<file path="config.mk">
export PLATFORM = sky130hd
export DESIGN_NAME = usb_rx_buffer_arbiter_flat
export DESIGN_NICKNAME = d
export VERILOG_FILES = /design/src/rtl/usb_rx_buffer_arbiter_if.sv /design/src/rtl/usb_rx_buffer_arbiter.sv /design/src/flat_wrapper.sv
export SDC_FILE = /design/constraint.sdc
export NUM_CORES = 1
export LEC_CHECK = 0
export ABC_CLOCK_PERIOD_IN_PS = 3150
export BUFFER_PORTS_ARGS = -buffer_cell sky130_fd_sc_hd__buf_2
export CORE_MARGIN = 2
export CORE_UTILIZATION = 56
export CTS_CLUSTER_DIAMETER = 50
export DETAILED_ROUTE_END_ITERATION = 10
export GPL_ROUTABILITY_DRIVEN = 0
export PLACE_DENSITY = 0.74
export SYNTH_ARGS = -nofsm -noshare
export SYNTH_HDL_FRONTEND = slang
export SYNTH_SLANG_ARGS = --single-unit
</file>
<file path="constraint.sdc">
create_clock -name clk -period 3.15 [get_ports clk]
set_clock_uncertainty 0.15 [all_clocks]
set_input_delay 0.315 -clock clk [delete_from_list [all_inputs] [get_ports clk]]
set_output_delay 0.315 -clock clk [all_outputs]
set_load 0.02 [all_outputs]
</file>
<file path="src/rtl/usb_rx_buffer_arbiter_if.sv">
// Request/grant and status bundle between the USB RX packet buffer arbiter and its requesters.
// Carries almost_full only when USB_RX_BUF_WATERMARK_EN is defined.
interface usb_rx_buffer_arbiter_if #(
  parameter int unsigned DEPTH = 64
);
  localparam int unsigned AW = $clog2(DEPTH);

  logic          flush;
  logic          rx_store;
  logic [7:0]    rx_data;
  logic          tx_req;
  logic          tx_gnt;
  logic          hw_req;
  logic [7:0]    hw_data;
  logic          hw_gnt;
  logic          hr_req;
  logic          hr_gnt;
  logic [7:0]    rd_data;
  logic          tx_valid;
  logic          hr_valid;
  logic [AW:0]   count;
  logic          empty;
  logic          full;
  logic          overflow;
`ifdef USB_RX_BUF_WATERMARK_EN
  logic          almost_full;
`endif

  // Requester side: drives strobes and requests, observes grants and status.
  modport master (
`ifdef USB_RX_BUF_WATERMARK_EN
    input  almost_full,
`endif
    output flush, rx_store, rx_data, tx_req, hw_req, hw_data, hr_req,
    input  tx_gnt, hw_gnt, hr_gnt, rd_data, tx_valid, hr_valid,
    input  count, empty, full, overflow
  );

  // Arbiter side.
  modport slave (
`ifdef USB_RX_BUF_WATERMARK_EN
    output almost_full,
`endif
    input  flush, rx_store, rx_data, tx_req, hw_req, hw_data, hr_req,
    output tx_gnt, hw_gnt, hr_gnt, rd_data, tx_valid, hr_valid,
    output count, empty, full, overflow
  );
endinterface

</file>
<file path="src/rtl/usb_rx_buffer_arbiter.sv">
// Single-ported USB RX packet buffer: RX store has absolute priority, TX/host-write/host-read share
// the remaining slot round-robin. Optional watermark (almost_full, WMARK) under USB_RX_BUF_WATERMARK_EN.
module usb_rx_buffer_arbiter #(
  parameter int unsigned DEPTH = 64
`ifdef USB_RX_BUF_WATERMARK_EN
  , parameter int unsigned WMARK = 48
`endif
) (
  input logic                    clk,
  input logic                    n_rst,
  usb_rx_buffer_arbiter_if.slave bus
);
  // DEPTH must be a power of two (>= 4) so pointers wrap for free.
  localparam int unsigned AW = $clog2(DEPTH);
  localparam int unsigned CW = AW + 1;

  typedef enum logic [1:0] {
    RR_TX = 2'd0,
    RR_HW = 2'd1,
    RR_HR = 2'd2
  } rr_e;

  logic [7:0]    mem [DEPTH];
  logic [AW-1:0] wr_ptr;
  logic [AW-1:0] rd_ptr;
  logic [CW-1:0] count_q;
  logic          empty_q;
  logic          full_q;
  logic          overflow_q;
  logic [7:0]    rd_data_q;
  logic          tx_valid_q;
  logic          hr_valid_q;
  rr_e           rr_q;
`ifdef USB_RX_BUF_WATERMARK_EN
  logic          almost_full_q;
`endif

  logic          elig_tx;
  logic          elig_hw;
  logic          elig_hr;
  logic          hw_block;
  logic          tx_gnt_c;
  logic          hw_gnt_c;
  logic          hr_gnt_c;
  rr_e           rr_next;
  logic          rx_wr;
  logic          wr_en;
  logic          rd_en;
  logic [7:0]    wr_data;
  logic [CW-1:0] count_next;

`ifdef USB_RX_BUF_WATERMARK_EN
  assign hw_block = almost_full_q;
`else
  assign hw_block = 1'b0;
`endif

  // Grant selection: flush and RX store pre-empt the round-robin slot entirely.
  always_comb begin
    tx_gnt_c = 1'b0;
    hw_gnt_c = 1'b0;
    hr_gnt_c = 1'b0;
    rr_next  = rr_q;
    elig_tx  = bus.tx_req && !empty_q;
    elig_hw  = bus.hw_req && !full_q && !hw_block;
    elig_hr  = bus.hr_req && !empty_q;
    if (!bus.flush && !bus.rx_store) begin
      case (rr_q)
        RR_HW: begin
          if (elig_hw)      hw_gnt_c = 1'b1;
          else if (elig_hr) hr_gnt_c = 1'b1;
          else if (elig_tx) tx_gnt_c = 1'b1;
        end
        RR_HR: begin
          if (elig_hr)      hr_gnt_c = 1'b1;
          else if (elig_tx) tx_gnt_c = 1'b1;
          else if (elig_hw) hw_gnt_c = 1'b1;
        end
        default: begin
          if (elig_tx)      tx_gnt_c = 1'b1;
          else if (elig_hw) hw_gnt_c = 1'b1;
          else if (elig_hr) hr_gnt_c = 1'b1;
        end
      endcase
    end
    if (tx_gnt_c)      rr_next = RR_HW;
    else if (hw_gnt_c) rr_next = RR_HR;
    else if (hr_gnt_c) rr_next = RR_TX;
  end

  // Access decode; at most one of wr_en / rd_en is ever set.
  always_comb begin
    rx_wr   = bus.rx_store && !bus.flush && !full_q;
    wr_en   = rx_wr || hw_gnt_c;
    rd_en   = tx_gnt_c || hr_gnt_c;
    wr_data = hw_gnt_c ? bus.hw_data : bus.rx_data;
    if (bus.flush)  count_next = '0;
    else if (wr_en) count_next = count_q + CW'(1);
    else if (rd_en) count_next = count_q - CW'(1);
    else            count_next = count_q;
  end

  // Buffer storage is deliberately not reset.
  always_ff @(posedge clk) begin
    if (wr_en) mem[wr_ptr] <= wr_data;
  end

  always_ff @(posedge clk or negedge n_rst) begin
    if (!n_rst) begin
      wr_ptr        <= '0;
      rd_ptr        <= '0;
      count_q       <= '0;
      empty_q       <= 1'b1;
      full_q        <= 1'b0;
      overflow_q    <= 1'b0;
      rd_data_q     <= '0;
      tx_valid_q    <= 1'b0;
      hr_valid_q    <= 1'b0;
      rr_q          <= RR_TX;
`ifdef USB_RX_BUF_WATERMARK_EN
      almost_full_q <= 1'b0;
`endif
    end else begin
      tx_valid_q <= tx_gnt_c;
      hr_valid_q <= hr_gnt_c;
      rr_q       <= rr_next;
      count_q    <= count_next;
      empty_q    <= (count_next == '0);
      full_q     <= (count_next == CW'(DEPTH));
`ifdef USB_RX_BUF_WATERMARK_EN
      almost_full_q <= (count_next >= CW'(WMARK));
`endif
      if (rd_en) rd_data_q <= mem[rd_ptr];
      if (bus.flush) begin
        wr_ptr     <= '0;
        rd_ptr     <= '0;
        overflow_q <= 1'b0;
      end else begin
        if (wr_en) wr_ptr <= wr_ptr + AW'(1);
        if (rd_en) rd_ptr <= rd_ptr + AW'(1);
        if (bus.rx_store && full_q) overflow_q <= 1'b1;
      end
    end
  end

  assign bus.tx_gnt   = tx_gnt_c;
  assign bus.hw_gnt   = hw_gnt_c;
  assign bus.hr_gnt   = hr_gnt_c;
  assign bus.rd_data  = rd_data_q;
  assign bus.tx_valid = tx_valid_q;
  assign bus.hr_valid = hr_valid_q;
  assign bus.count    = count_q;
  assign bus.empty    = empty_q;
  assign bus.full     = full_q;
  assign bus.overflow = overflow_q;
`ifdef USB_RX_BUF_WATERMARK_EN
  assign bus.almost_full = almost_full_q;
`endif

endmodule

</file>
<file path="src/flat_wrapper.sv">
// flat-port wrapper written by rule: the top's interface ports become plain ports
module usb_rx_buffer_arbiter_flat 
#(
  parameter int unsigned DEPTH = 64

)
  (clk, n_rst, bus_flush, bus_rx_store, bus_rx_data, bus_tx_req, bus_hw_req, bus_hw_data, bus_hr_req, bus_tx_gnt, bus_hw_gnt, bus_hr_gnt, bus_rd_data, bus_tx_valid, bus_hr_valid, bus_count, bus_empty, bus_full, bus_overflow);
  usb_rx_buffer_arbiter_if #(.DEPTH(DEPTH)) bus_i ();
  input logic clk;
  input logic n_rst;
  input wire logic [$bits(bus_i.flush)-1:0] bus_flush;
  input wire logic [$bits(bus_i.rx_store)-1:0] bus_rx_store;
  input wire logic [$bits(bus_i.rx_data)-1:0] bus_rx_data;
  input wire logic [$bits(bus_i.tx_req)-1:0] bus_tx_req;
  input wire logic [$bits(bus_i.hw_req)-1:0] bus_hw_req;
  input wire logic [$bits(bus_i.hw_data)-1:0] bus_hw_data;
  input wire logic [$bits(bus_i.hr_req)-1:0] bus_hr_req;
  output wire logic [$bits(bus_i.tx_gnt)-1:0] bus_tx_gnt;
  output wire logic [$bits(bus_i.hw_gnt)-1:0] bus_hw_gnt;
  output wire logic [$bits(bus_i.hr_gnt)-1:0] bus_hr_gnt;
  output wire logic [$bits(bus_i.rd_data)-1:0] bus_rd_data;
  output wire logic [$bits(bus_i.tx_valid)-1:0] bus_tx_valid;
  output wire logic [$bits(bus_i.hr_valid)-1:0] bus_hr_valid;
  output wire logic [$bits(bus_i.count)-1:0] bus_count;
  output wire logic [$bits(bus_i.empty)-1:0] bus_empty;
  output wire logic [$bits(bus_i.full)-1:0] bus_full;
  output wire logic [$bits(bus_i.overflow)-1:0] bus_overflow;
  assign bus_i.flush = bus_flush;
  assign bus_i.rx_store = bus_rx_store;
  assign bus_i.rx_data = bus_rx_data;
  assign bus_i.tx_req = bus_tx_req;
  assign bus_i.hw_req = bus_hw_req;
  assign bus_i.hw_data = bus_hw_data;
  assign bus_i.hr_req = bus_hr_req;
  assign bus_tx_gnt = bus_i.tx_gnt;
  assign bus_hw_gnt = bus_i.hw_gnt;
  assign bus_hr_gnt = bus_i.hr_gnt;
  assign bus_rd_data = bus_i.rd_data;
  assign bus_tx_valid = bus_i.tx_valid;
  assign bus_hr_valid = bus_i.hr_valid;
  assign bus_count = bus_i.count;
  assign bus_empty = bus_i.empty;
  assign bus_full = bus_i.full;
  assign bus_overflow = bus_i.overflow;
  usb_rx_buffer_arbiter #(.DEPTH(DEPTH)) u_core (.clk(clk), .n_rst(n_rst), .bus(bus_i));
endmodule
</file>
* Word-level counts from Yosys, hierarchy flattened *
Memory sizes are Yosys's and may differ from the RTL's. A register that Yosys moved wholly into a read port is not among the register bits.
Index checks and enable logic that the tools add are counted.

word-level totals
  register bits = 26
  RAM bits = 512
  input bits = 23
  output and inout port bits = 23
  word-level logic and storage cells = 66
  memories = 1

memories
  name        words  bits a word  rd ports  clocked after Yosys merged registers in  wr ports  RTL line                     text
  u_core.mem  64     8            1         1                                        1         usb_rx_buffer_arbiter.sv:23  logic [7:0] mem [DEPTH];

operators by class
  add/subtract/negate cells = 4
  equality and inequality tests = 3
  mux-type cells = 30
  reductions and logical operators = 19

operators with widths
  cell                                                                    number
  6-bit 2-to-1 mux                                                        4
  7-bit 2-to-1 mux                                                        3
  1-bit 2-to-1 mux                                                        16
  6-bit by 1-bit adder with 6-bit output (second input constant)          2
  8-bit 2-to-1 mux                                                        1
  7-bit by 1-bit adder with 7-bit output (second input constant)          1
  7-bit equality test (second input constant)                             1
  1-bit logical AND                                                       7
  7-bit zero test                                                         1
  7-bit by 1-bit subtractor with 7-bit output (second input constant)     1
  2-bit 2-to-1 mux                                                        3
  1-bit one-hot mux with 2 select lines                                   3
  2-bit nonzero test                                                      3
  1-bit zero test                                                         5
  3-bit nonzero test                                                      1
  2-bit by 1-bit equality test with 1-bit output (second input constant)  1
  2-bit equality test (second input constant)                             1
  1-bit logical OR                                                        2

* Longest topological paths before layout *
Gate-level depths: netlist (run 1).

  word-level depth = 12
  gate-level depth with buffers = 11
  mapped depth without buffers = 10

* Least setup slack after synthesis (run 1) *
No wires, ideal clock.

  path kind = flip-flop to flip-flop
  from = register u_core.rr_q[0]
  to = memory u_core.mem[0][0] (data pin)
  arrival time = 2.703 ns
  data required time = 2.486 ns
  slack = -0.217 ns
  cell stages (with the launch flop) = 10
  buffers on the path = 1
  period minus slack after synthesis = 3.367 ns
  cells stage by stage = dfrtp_1 > inv_1 > ha_1 > or3_1 > o2111ai_1 > or2_2 > clkbuf_1 > clkinv_1 > nand2_1 > nand2_1

between the ends
  longest elaborated chain between the ends = 4

ends and longest elaborated chain
  element                                                                                RTL line                      text
  start: declaration                                                                     usb_rx_buffer_arbiter.sv:33   rr_e rr_q;
  start signal: assignment                                                               usb_rx_buffer_arbiter.sv:126  rr_q <= rr_next;
  2-bit equality test or 2-bit by 1-bit equality test with 1-bit output (tied branches)  usb_rx_buffer_arbiter.sv:68   case (rr_q)
  1-bit one-hot mux with 2 select lines *                                                usb_rx_buffer_arbiter.sv:68
  1-bit 2-to-1 mux *                                                                     usb_rx_buffer_arbiter.sv:67   if (!bus.flush && !bus.rx_store) begin
  named net bus_hw_gnt                                                                   flat_wrapper.sv:19            output wire logic [$bits(bus_i.hw_gnt)-1:0] bus_hw_gnt;
  8-bit 2-to-1 mux *                                                                     usb_rx_buffer_arbiter.sv:96   wr_data = hw_gnt_c ? bus.hw_data : bus.rx_data;
  named net u_core.wr_data[0]                                                            usb_rx_buffer_arbiter.sv:49   logic [7:0] wr_data;
  end: declaration                                                                       usb_rx_buffer_arbiter.sv:23

The timed path passes the listed nets; every way through them passes the cells marked *.

* Worst setup path in the final report (run 1) *
  from = register u_core.rr_q[0]
  to = register u_core.full_q, in the netlist u_core.bus.full

between the ends
  longest elaborated chain between the ends = 8

ends and longest elaborated chain
  element                                                                                RTL line                      text
  2-bit equality test or 2-bit by 1-bit equality test with 1-bit output (tied branches)  usb_rx_buffer_arbiter.sv:68
  1-bit one-hot mux with 2 select lines                                                  usb_rx_buffer_arbiter.sv:68
  1-bit 2-to-1 mux                                                                       usb_rx_buffer_arbiter.sv:67
  1-bit logical OR                                                                       usb_rx_buffer_arbiter.sv:95   rd_en = tx_gnt_c || hr_gnt_c;
  7-bit 2-to-1 mux                                                                       usb_rx_buffer_arbiter.sv:99   else if (rd_en) count_next = count_q - CW'(1);
  7-bit 2-to-1 mux *                                                                     usb_rx_buffer_arbiter.sv:98   else if (wr_en) count_next = count_q + CW'(1);
  7-bit 2-to-1 mux *                                                                     usb_rx_buffer_arbiter.sv:97   if (bus.flush) count_next = '0;
  named net u_core.count_next[3]                                                         usb_rx_buffer_arbiter.sv:50   logic [CW-1:0] count_next;
  7-bit equality test *                                                                  usb_rx_buffer_arbiter.sv:129  full_q <= (count_next == CW'(DEPTH));
  end signal: assignment                                                                 usb_rx_buffer_arbiter.sv:129
  end: declaration                                                                       usb_rx_buffer_arbiter.sv:28   logic full_q;

Marks and branches as above.
A chain may end at the register's enable or synchronous reset.

==> results.cfg, run 1 <==
[sta]
slew_viol_final = 0
tightest_slew_ns = 0.785
hold_viol = 0
timing.setup.tns_ns = 0
fin_ws_ns = 0.139
period_needed_ns = 3.01
fmax_mhz = 332
period_share_pct = 95.6
finalSetupViolations = 0
rsz0062_at_grt = no
relSlewSlack_pct = 47.7

[cts]
cts_tree = yes
h-tree-depth = 2
clock_tree.buffer_depth = 3
cts_root_buf = clkbuf_16
clock_latency_ns = 0.59
clkSlewWorstSetupHoldPaths_ns = 0.06
cts_sinks = 546
cts_buffers = 53

[floorplan]
die_area_um2 = 40200
dieHeight_um = 201
die_width_um = 201
placementRows = 71
num_io_pins = 46
core_um2 = 37800
initial_core_util_pct = 57.1

[critical_path]
cp.required_ns = 3.50
cp-end-kind = flip-flop
slowest_stage = or4_1
crit_type = reg2reg
worstPathMaxFanout = 7
critical_path.most_common_cell = mux2i_1
regToRegStartpoint = u_core.rr_q[0]
critPathLaunch = u_core.rr_q[0]
max_stage_delay_ns = 0.53
cp_data_arrival_time_ns = 3.36
startpoint_type = flip-flop
crit_chain = inv_1, ha_1, or3_1, o2111ai_2, o32ai_4, buf_4, mux2i_1, mux2i_1, or4_1, a211oi_1

[routing]
drt_iter0_drc = 1082
wl_um = 46000
wl_per_cell_um = 26.4
dr.pass1.iters = 5
avgViaCountPerCell = 6.16
drc = 0
ant_nets = 0
via_count = 10700

[finish]
fill_cells = 2429
n_antenna_cell = 0
drive_gt1_share_pct = 33.6
num-nets-final = 1220
area_growth_pct = 15.8

[yosys]
synth_edf_count = 512
synth.avg_cell_area_um2 = 20.8
synth_fp_nets = 1071
syn_inst = 1042
synth_warnings = 0
syn_area_um2 = 21600
async_flop_share_pct = 6.23
netlist_top_cells_count = 512 x edfxtp_1, 160 x mux4_2, 92 x nor2_1, 45 x nand2_1, 33 x dfrtp_1
synth_ff_type = edfxtp_1
ys_ff_latch = 546
synthDistinctLibCells = 42
synth_area_leader_cell = edfxtp_1
yosys-top-cells-area = edfxtp_1 71%, mux4_2 17%, dfrtp_1 3.8%, nor2_1 1.6%, mux2i_1 1.2%
synth_top_cell_area_share_pct = 71.1
synth.most_common_cell = edfxtp_1
ys_seq_area_share_pct = 75.0

[run_status]
outcome = finished, final reports clean

[placed_design]
dp_hpwl_um = 26900
io_buffers = 45
dp_worst_setup_slack_ns = 0.0314

[min_path]
worstHoldStart = bus_hw_data[4]
min_path_type = in2reg

[pwr]
leakagePower_uw = 0.00807
ir_worst_vdd_uv = 488
power.density_nw_per_um2 = 674

[grt]
grt_pass1_wl_um = 69500
antenna_found_initial = 0
grt_max_degree = 65
grt_pass1_vias = 10900
grt-ovfl-total = 0
gr-usage-all-layers_pct = 23.6

[job]
max-cap-violations = 0
-- cell usage in the layout, fill, tap and decap left out, drive strengths merged, types with 2 or more instances in the layout --
cell,Yosys,routed
a211oi,4,4
a21o,2,2
a21oi,11,11
and3,4,4
buf,28,148
bufinv,0,5
clkbuf,31,70
clkinv,2,18
clkinvlp,0,6
dfrtp,33,33
dlygate4sd3,0,5
edfxtp,512,512
ha,6,6
inv,6,7
mux2i,25,25
mux4,160,160
nand2,45,45
nand2b,9,9
nand3,7,7
nand3b,4,4
nand4,3,3
nor2,92,92
nor2b,4,4
nor3,4,4
nor4,6,6
o21a,3,3
o21ai,10,10
or2,3,3
or3,6,6
or3b,4,4
xnor2,2,2
xor2,8,8
-- sequential cells by signal, summed over array words and instances (netlist names) --
| signal | count |
|---|---|
| u_core.bus.rd_data | 8 |
| u_core.bus.full | 1 |
| u_core.rr_q | 2 |
| u_core.mem | 512 |
| u_core.wr_ptr | 6 |
| u_core.bus.tx_valid | 1 |
| u_core.bus.count | 7 |
| u_core.rd_ptr | 6 |
| u_core.bus.hr_valid | 1 |
| u_core.bus.overflow | 1 |
| u_core.bus.empty | 1 |
-- power by group --
group	internal, uW	leakage (uW)	switching, uW	total [uW]
sequential	8370	0.00505	139	8510
clock	3640	0.000842	2620	6260
combinational	830	0.00217	1270	2100
total	12800	0.00807	4040	16900
-- area by class of cell --
class / count / area (um2) / share of cell area (%)
flip-flops and latches: 546 / 16200 / 64.8
multi-input cells: 429 / 5160 / 20.6
well taps: 511 / 639 / 2.55
inverters: 8 / 33.8 / 0.135
repair buffers: 153 / 1240 / 4.94
clock inverters: 28 / 303 / 1.21
clock buffers: 70 / 1440 / 5.75
-- logic make-up (layout without fill, tap and decap cells) --
group                    Yosys count  in the layout  share of synthesized area (%)
flip-flops                       546            546                           75.0
XOR/XNOR                          10             10                          0.405
multiplexers                     185            185                           17.8
adder cells (fa/ha/maj)            6              6                          0.347
AND/OR/NAND/NOR                  195            195                           4.11
buffers and inverters             67            259                           1.32
AO/OA/AOI/OAI                     33             33                          0.966
-- path summary, 6_finish.rpt --
kind	slack (ns)	end	cells past startpoint
worst max-delay path	0.14	u_core.bus.full	10
worst min-delay path	0.17	u_core.mem[49][4]	4
worst max register to register	0.14	u_core.bus.full	10
worst min register to register	0.34	u_core.bus.rd_data[2]	2
max in group asynchronous	2.08	u_core.rd_ptr[1]	2
min in group asynchronous	0.20	u_core.bus.count[4]	2
-- per-layer routing --
layer | up-vias | GRT usage [%] | wire [um]
met5 | - | 0 | 0
met4 | 0 | 6.16 | 1100
met3 | 77 | 4.94 | 3570
met2 | 481 | 38.0 | 22700
met1 | 5635 | 33.5 | 18700
li1 | 4555 | - | -
-- per-stage QoR --
step | hold WS [ns] | util (%) | instance area [um2] | cells | total power, uW
5_1_grt | 0.183 | 66.2 | 25000 | 1745 | 17400
3_5_place_dp | 0.282 | 61.3 | 23200 | 1639 | 10700
6_report | 0.167 | 66.2 | 25000 | 1745 | 16900
3_3_place_gp | 0.283 | 61.3 | 23200 | 1639 | 10700
2_1_floorplan | -0.131 | - | 21600 | 1042 | 9900
4_1_cts | 0.183 | 66.1 | 25000 | 1742 | 17000
-- timing repair --
action,CTS,global route
hold buffers,5,0
gates resized for setup,0,3
setup endpoints to repair,0,170
buffers inserted,0,3
hold endpoints to repair,37,0
-- critical path, delay by kind of cell, from the launching register on --
kind	cells	cell delay, ns
flops	1	0.39
buf+inv	2	0.25
fa+ha+maj	1	0.36
mux	2	0.27
simple gates	2	0.93
compound gates	3	0.57
Note: power is estimated with default switching activity, not from simulation.
==> run 2: changes to the inputs <==
--- a/config.mk
+++ b/config.mk
@@ -6,11 +6,12 @@
 export NUM_CORES = 1
 export LEC_CHECK = 0
 export ABC_CLOCK_PERIOD_IN_PS = 3150
-export BUFFER_PORTS_ARGS = -buffer_cell sky130_fd_sc_hd__buf_2
 export CORE_MARGIN = 2
-export CORE_UTILIZATION = 56
+export CORE_UTILIZATION = 57
 export CTS_CLUSTER_DIAMETER = 50
+export CTS_CLUSTER_SIZE = 8
 export DETAILED_ROUTE_END_ITERATION = 10
+export DONT_BUFFER_PORTS = 1
 export GPL_ROUTABILITY_DRIVEN = 0
 export PLACE_DENSITY = 0.74
 export SYNTH_ARGS = -nofsm -noshare
==> run 2 against run 1 <==
Worst hold slack worse by 0.14 ns. Flip-flop and latch count is the same. Total power rose by 7.1%. Register-to-register slack about the same. Combinational power shrank 6%. Critical path type is now reg2out. Critical endpoint is now bus_hw_gnt. Largest power group unchanged.
==> results.cfg, run 2 (same netlist as run 1, synthesis figures left out) <==
[sta]
finalSetupViolations = 0
tightest_slew_ns = 0.721
slew_viol_final = 0
fmax_mhz = 330
period_share_pct = 96.2
fin_hold_ws_ns = 0.0280
relSlewSlack_pct = 51.9
rsz0062_at_grt = yes
hold_viol = 0
period_needed_ns = 3.03

[min_path]
hold_path_depth = 2
min_path_type = in2reg
hold_end = u_core.bus.hr_valid
worstHoldStart = bus_tx_req

[critical_path]
r2r_cells = 9
cp_num_buf_inv = 3
crit_family = simple AND/OR/NAND/NOR gates
crit_chain = inv_1, ha_1, or3_1, o2111ai_1, or2_2, clkinv_1, buf_4
crit_type = reg2out
cp_data_arrival_time_ns = 2.57
cp.depth = 7
cp.required_ns = 2.68
slowest_stage = dfrtp_1
worstPathMaxFanout = 10
worst_r2r_endpoint = u_core.mem[38][4]
critPathLaunch = u_core.rr_q[0]
cp-end-kind = output pin
regToRegStartpoint = u_core.rr_q[0]
max_stage_delay_ns = 0.38
startpoint_type = flip-flop
rrSetupSlack_ns = 0.14

[floorplan]
die_width_um = 199
die_area_um2 = 39500
core_um2 = 37500
dieHeight_um = 199
num_io_pins = 46
placementRows = 71
initial_core_util_pct = 57.7

[finish]
layout_commonest_cell = edfxtp_1
layoutNonFillerInstCount = 1735
n_antenna_cell = 0
regMostFlops = u_core.mem
num-nets-final = 1219
drive_gt1_share_pct = 32.0
area_growth_pct = 17.7
layout_common_cells = 512 x edfxtp_1, 160 x mux4_2, 103 x buf_4
largest_register_ffs = 512

[cts]
cts_root_buf = clkbuf_16
cts_tree = yes
clock_tree.buffer_depth = 3
clkSlewWorstSetupHoldPaths_ns = 0.05
h-tree-depth = 3
cts_sinks = 546
clock_latency_ns = 0.59
cts_buffers = 78

[grt]
grt_pass1_vias = 11200
gr-usage-met1_pct = 35.3
antenna_found_initial = 0
grt_max_degree = 65
grt_pass1_wl_um = 71900
top_usage_layer = met2
gr-usage-met2_pct = 40.2
gr-usage-met3_pct = 5.49
grt-ovfl-total = 0
gr-usage-all-layers_pct = 25.6

[run_status]
outcome = finished, final reports clean

[routing]
ant_nets = 0
wl_per_cell_um = 27.7
wl_um = 48100
drt_iter0_drc = 1130
via_count = 10900
avgViaCountPerCell = 6.29
drc = 0
dr.pass1.iters = 5

[pwr]
ir_worst_vdd_uv = 343
leakagePower_uw = 0.00820
power.density_nw_per_um2 = 711

[placed_design]
dp_hpwl_um = 27200
io_buffers = 0
dp.cells = 1615

[job]
max-cap-violations = 0
[run 2: changes by cell type in the layout (fill, tap and decap cells not counted), sizes merged]
| cell | change |
|---|---|
| clkinv | -12 |
| clkbuf | +39 |
| clkinvlp | -6 |
| bufinv | -5 |
| buf | -26 |
[run 2: how the worst max path moves through the flow]
stage,slack (ns),endpoint
global route,-0.007,u_core.bus.full
CTS,0.05,bus_hw_gnt
detailed placement,0.09,u_core.bus.empty
global placement,0.15,u_core.bus.empty
finish,0.12,bus_hw_gnt
floorplan,-0.03,u_core.mem[62][0]
[run 2: through the flow]
| stage | util, % | power (uW) | area [um2] | setup TNS (ns) | worst slack, ns |
|---|---|---|---|---|---|
| floorplan | - | 9900 | 21600 | -1.45 | -0.0300 |
| global placement | 61.8 | 10600 | 23200 | 0 | 0.147 |
| detailed placement | 61.8 | 10700 | 23200 | 0 | 0.0903 |
| CTS | 67.9 | 18200 | 25400 | 0 | 0.0536 |
| global route | 67.9 | 18600 | 25400 | -0.00656 | -0.00656 |
| finish | 67.9 | 18100 | 25400 | 0 | 0.119 |
[run 2: worst register-to-register path, cell delays in order, from the launching register on]
cell and delay [ns]:
dfrtp_1 0.38, inv_1 0.06, ha_1 0.36, or3_1 0.14, o2111ai_1 0.18, o32ai_4 0.33
buf_4 0.30, nand3_1 0.32, nor3_1 0.29, buf_4 0.22
[run 2: power breakdown]
part	internal [uW]	switching (uW)
Sequential	8390	242
Combinational	796	1170
Clock	4630	2850
Total	13800	4270
[run 2: final cells by class]
class,instances,area [um2]
tap,511,639
sequential,546,16200
multi-input combinational,429,5160
inverter,8,30.0
timing repair buffer,127,1200
clock inverter,5,51.3
clock buffer,109,2130
fill,2311,12000
[run 2: repair_timing]
action	CTS	global route
endpoints found under the hold margin	51	0
hold buffers	6	0
resized for setup	0	2
setup buffers	0	0
endpoints found under the setup margin	0	3
[run 2: metal layers]
layer,wire (um),vias to the layer above
met5,0,-
met4,1640,0
met3,4240,102
met2,23500,561
met1,18700,5714
li1,-,4536
==> run 3: changes to the inputs <==
--- a/config.mk
+++ b/config.mk
@@ -5,7 +5,7 @@
 export SDC_FILE = /design/constraint.sdc
 export NUM_CORES = 1
 export LEC_CHECK = 0
-export ABC_CLOCK_PERIOD_IN_PS = 3150
+export ABC_CLOCK_PERIOD_IN_PS = 2510
 export CORE_MARGIN = 2
 export CORE_UTILIZATION = 57
 export CTS_CLUSTER_DIAMETER = 50
==> constraint.sdc (replaced) <==
create_clock -name clk -period 2.51 [get_ports clk]
set_clock_uncertainty 0.15 [all_clocks]
set_input_delay 0.251 -clock clk [delete_from_list [all_inputs] [get_ports clk]]
set_output_delay 0.251 -clock clk [all_outputs]
set_load 0.02 [all_outputs]
==> run 3 against run 2 <==
The flow now finishes with violations (hold timing, setup timing). Final area grew 6.6%. Clock-buffer cell count decreased by 10. Total power rose by 32%. First-iteration DRC count grew 13%. Sequential power increased by 25%. Wire length rose by 8.0%. Worst setup slack got worse by 0.51 ns. Largest cell class unchanged. Highest routed layer unchanged.
==> results.cfg, run 3 (same netlist as run 1, synthesis figures left out) <==
[cts]
cts_sinks = 546
cts_root_buf = clkbuf_16
clock_tree.buffer_depth = 3
cts_tree = yes
cts_buffers = 78
clkSlewWorstSetupHoldPaths_ns = 0.05
clock_latency_ns = 0.61
cts_hold_buffers = 9
h-tree-depth = 3

[sta]
fmax_mhz = 344
finalSetupViolations = 1028
relSlewSlack_pct = 46.9
fin_hold_ws_ns = -0.433
tightest_slew_ns = 0.796
rsz0062_at_grt = yes
period_share_pct = 116
timing.setup.tns_ns = -113.04
slew_viol_final = 0
period_needed_ns = 2.90
fin_ws_ns = -0.394
hold_viol = 14

[floorplan]
core_um2 = 37500
die_width_um = 199
dieHeight_um = 199
num_io_pins = 46
initial_core_util_pct = 57.7
placementRows = 71
die_area_um2 = 39500

[critical_path]
cp_num_buf_inv = 3
max_stage_delay_ns = 0.57
slowest_stage = or4_4
regToRegStartpoint = u_core.rr_q[0]
cp-end-kind = flip-flop
startpoint_type = flip-flop
cp_data_arrival_time_ns = 3.27
crit_chain = inv_2, ha_4, buf_4, a211oi_4, buf_4, nor4b_1, mux2i_1, mux2i_1, or4_4, a211oi_2
crit_family = simple AND/OR/NAND/NOR gates
worstPathMaxFanout = 6
worst_r2r_endpoint = u_core.bus.empty
crit_type = reg2reg
rrSetupSlack_ns = -0.39
r2r_cells = 10
cp.required_ns = 2.87

[finish]
layout_common_cells = 512 x edfxtp_1, 160 x mux4_2, 82 x buf_4
regMostFlops = u_core.mem
drive_gt1_share_pct = 42.5
largest_register_ffs = 512
n_antenna_cell = 0
num-nets-final = 1277
layout_commonest_cell = edfxtp_1
area_growth_pct = 25.5
fill_cells = 2068
layoutNonFillerInstCount = 1784

[grt]
grt_pass1_wl_um = 75600
antenna_found_initial = 0
grt_pass1_vias = 11600
grt_max_degree = 65
grt-ovfl-total = 0
gr-usage-all-layers_pct = 27.0

[run_status]
violations = hold timing, setup timing
outcome = finished with violations

[routing]
via_count = 11400
drc = 0
wl_per_cell_um = 29.1
drt_iter0_drc = 1274
avgViaCountPerCell = 6.41
ant_nets = 0
wl_um = 52000
dr.pass1.iters = 5

[pwr]
leakagePower_uw = 0.00872
power.density_nw_per_um2 = 879
ir_worst_vdd_uv = 457

[placed_design]
dp_hpwl_um = 28300
dp.cells = 1615
io_buffers = 0

[job]
max-cap-violations = 0

[min_path]
min_path_type = in2reg
hold_path_depth = 1
hold_end = u_core.rd_ptr[1]
worstHoldStart = bus_flush
-- run 3: cell types whose count changed in the layout (fill, tap and decap cells not counted), moves of 6 or more --
cell,change
buf_4,-21
nand2b_1,-6
buf_6,+39
nand2_4,+9
o21ai_1,+7
nor2_2,+11
o21ai_0,-8
nand2_2,-8
clkbuf_1,-9
nor2_4,+46
nor2_1,-57
buf_12,+32
-- run 3: per-stage QoR --
stage	total power, uW	utilization (%)	hold slack (ns)	instance area [um2]	setup WS [ns]
floorplan	12600	-	-0.195	22100	-0.112
global placement	13700	63.7	-0.194	23900	-0.196
detailed placement	13800	63.7	-0.194	23900	-0.296
CTS	23600	71.6	-0.448	26800	-0.202
global route	24500	72.4	-0.447	27100	-0.456
finish	23800	72.4	-0.433	27100	-0.394
-- run 3: worst max path at each step --
stage                   endpoint  slack (ns)  cells past startpoint      startpoint
4_1_cts        u_core.mem[62][4]       -0.20                      7  u_core.rr_q[0]
2_1_floorplan  u_core.mem[54][0]       -0.11                      9  u_core.rr_q[0]
3_3_place_gp    u_core.bus.empty       -0.20                     10  u_core.rr_q[1]
3_5_place_dp    u_core.bus.empty       -0.30                     10  u_core.rr_q[0]
6_report        u_core.bus.empty       -0.39                     10  u_core.rr_q[0]
5_1_grt         u_core.bus.empty       -0.46                     10  u_core.rr_q[0]
-- run 3: worst register-to-register path, stage by stage (launching register included) --
cell	delay (ns)
dfrtp_1	0.41
inv_2	0.06
ha_4	0.29
buf_4	0.13
a211oi_4	0.04
buf_4	0.15
nor4b_1	0.45
mux2i_1	0.19
mux2i_1	0.20
or4_4	0.57
a211oi_2	0.18
-- run 3: power by group --
part           total, uW  switching [uW]  internal (uW)  leakage [uW]
Combinational       3620            1940           1680       0.00262
Clock               9380            3680           5700       0.00105
Sequential         10800             310          10500       0.00505
Total              23800            5930          17900       0.00872
-- run 3: cell type report --
type | instances | area [um2] | share of cell area (%)
repair buffers | 184 | 2250 | 8.28
flip-flops and latches | 546 | 16200 | 59.8
inverters | 8 | 35.0 | 0.129
well taps | 511 | 639 | 2.36
multi-input cells | 430 | 5820 | 21.5
clock buffers | 99 | 2060 | 7.60
clock inverters | 6 | 90.1 | 0.332
-- run 3: timing repair --
item,4_1_cts,5_1_grt
setup buffers,38,16
hold endpoints to repair,58,14
setup endpoints to repair,678,1046
resized for setup,75,38
pin swaps,19,19
cloned,3,3
-- run 3: routing by layer --
layer | part of all wire [%] | vias up | GRT usage, %
met1 | 39 | 6031 | 37.2
li1 | - | 4675 | -
met4 | 2.5 | 0 | 7.90
met3 | 8.3 | 104 | 6.07
met2 | 50 | 624 | 43.9
met5 | 0 | - | 0
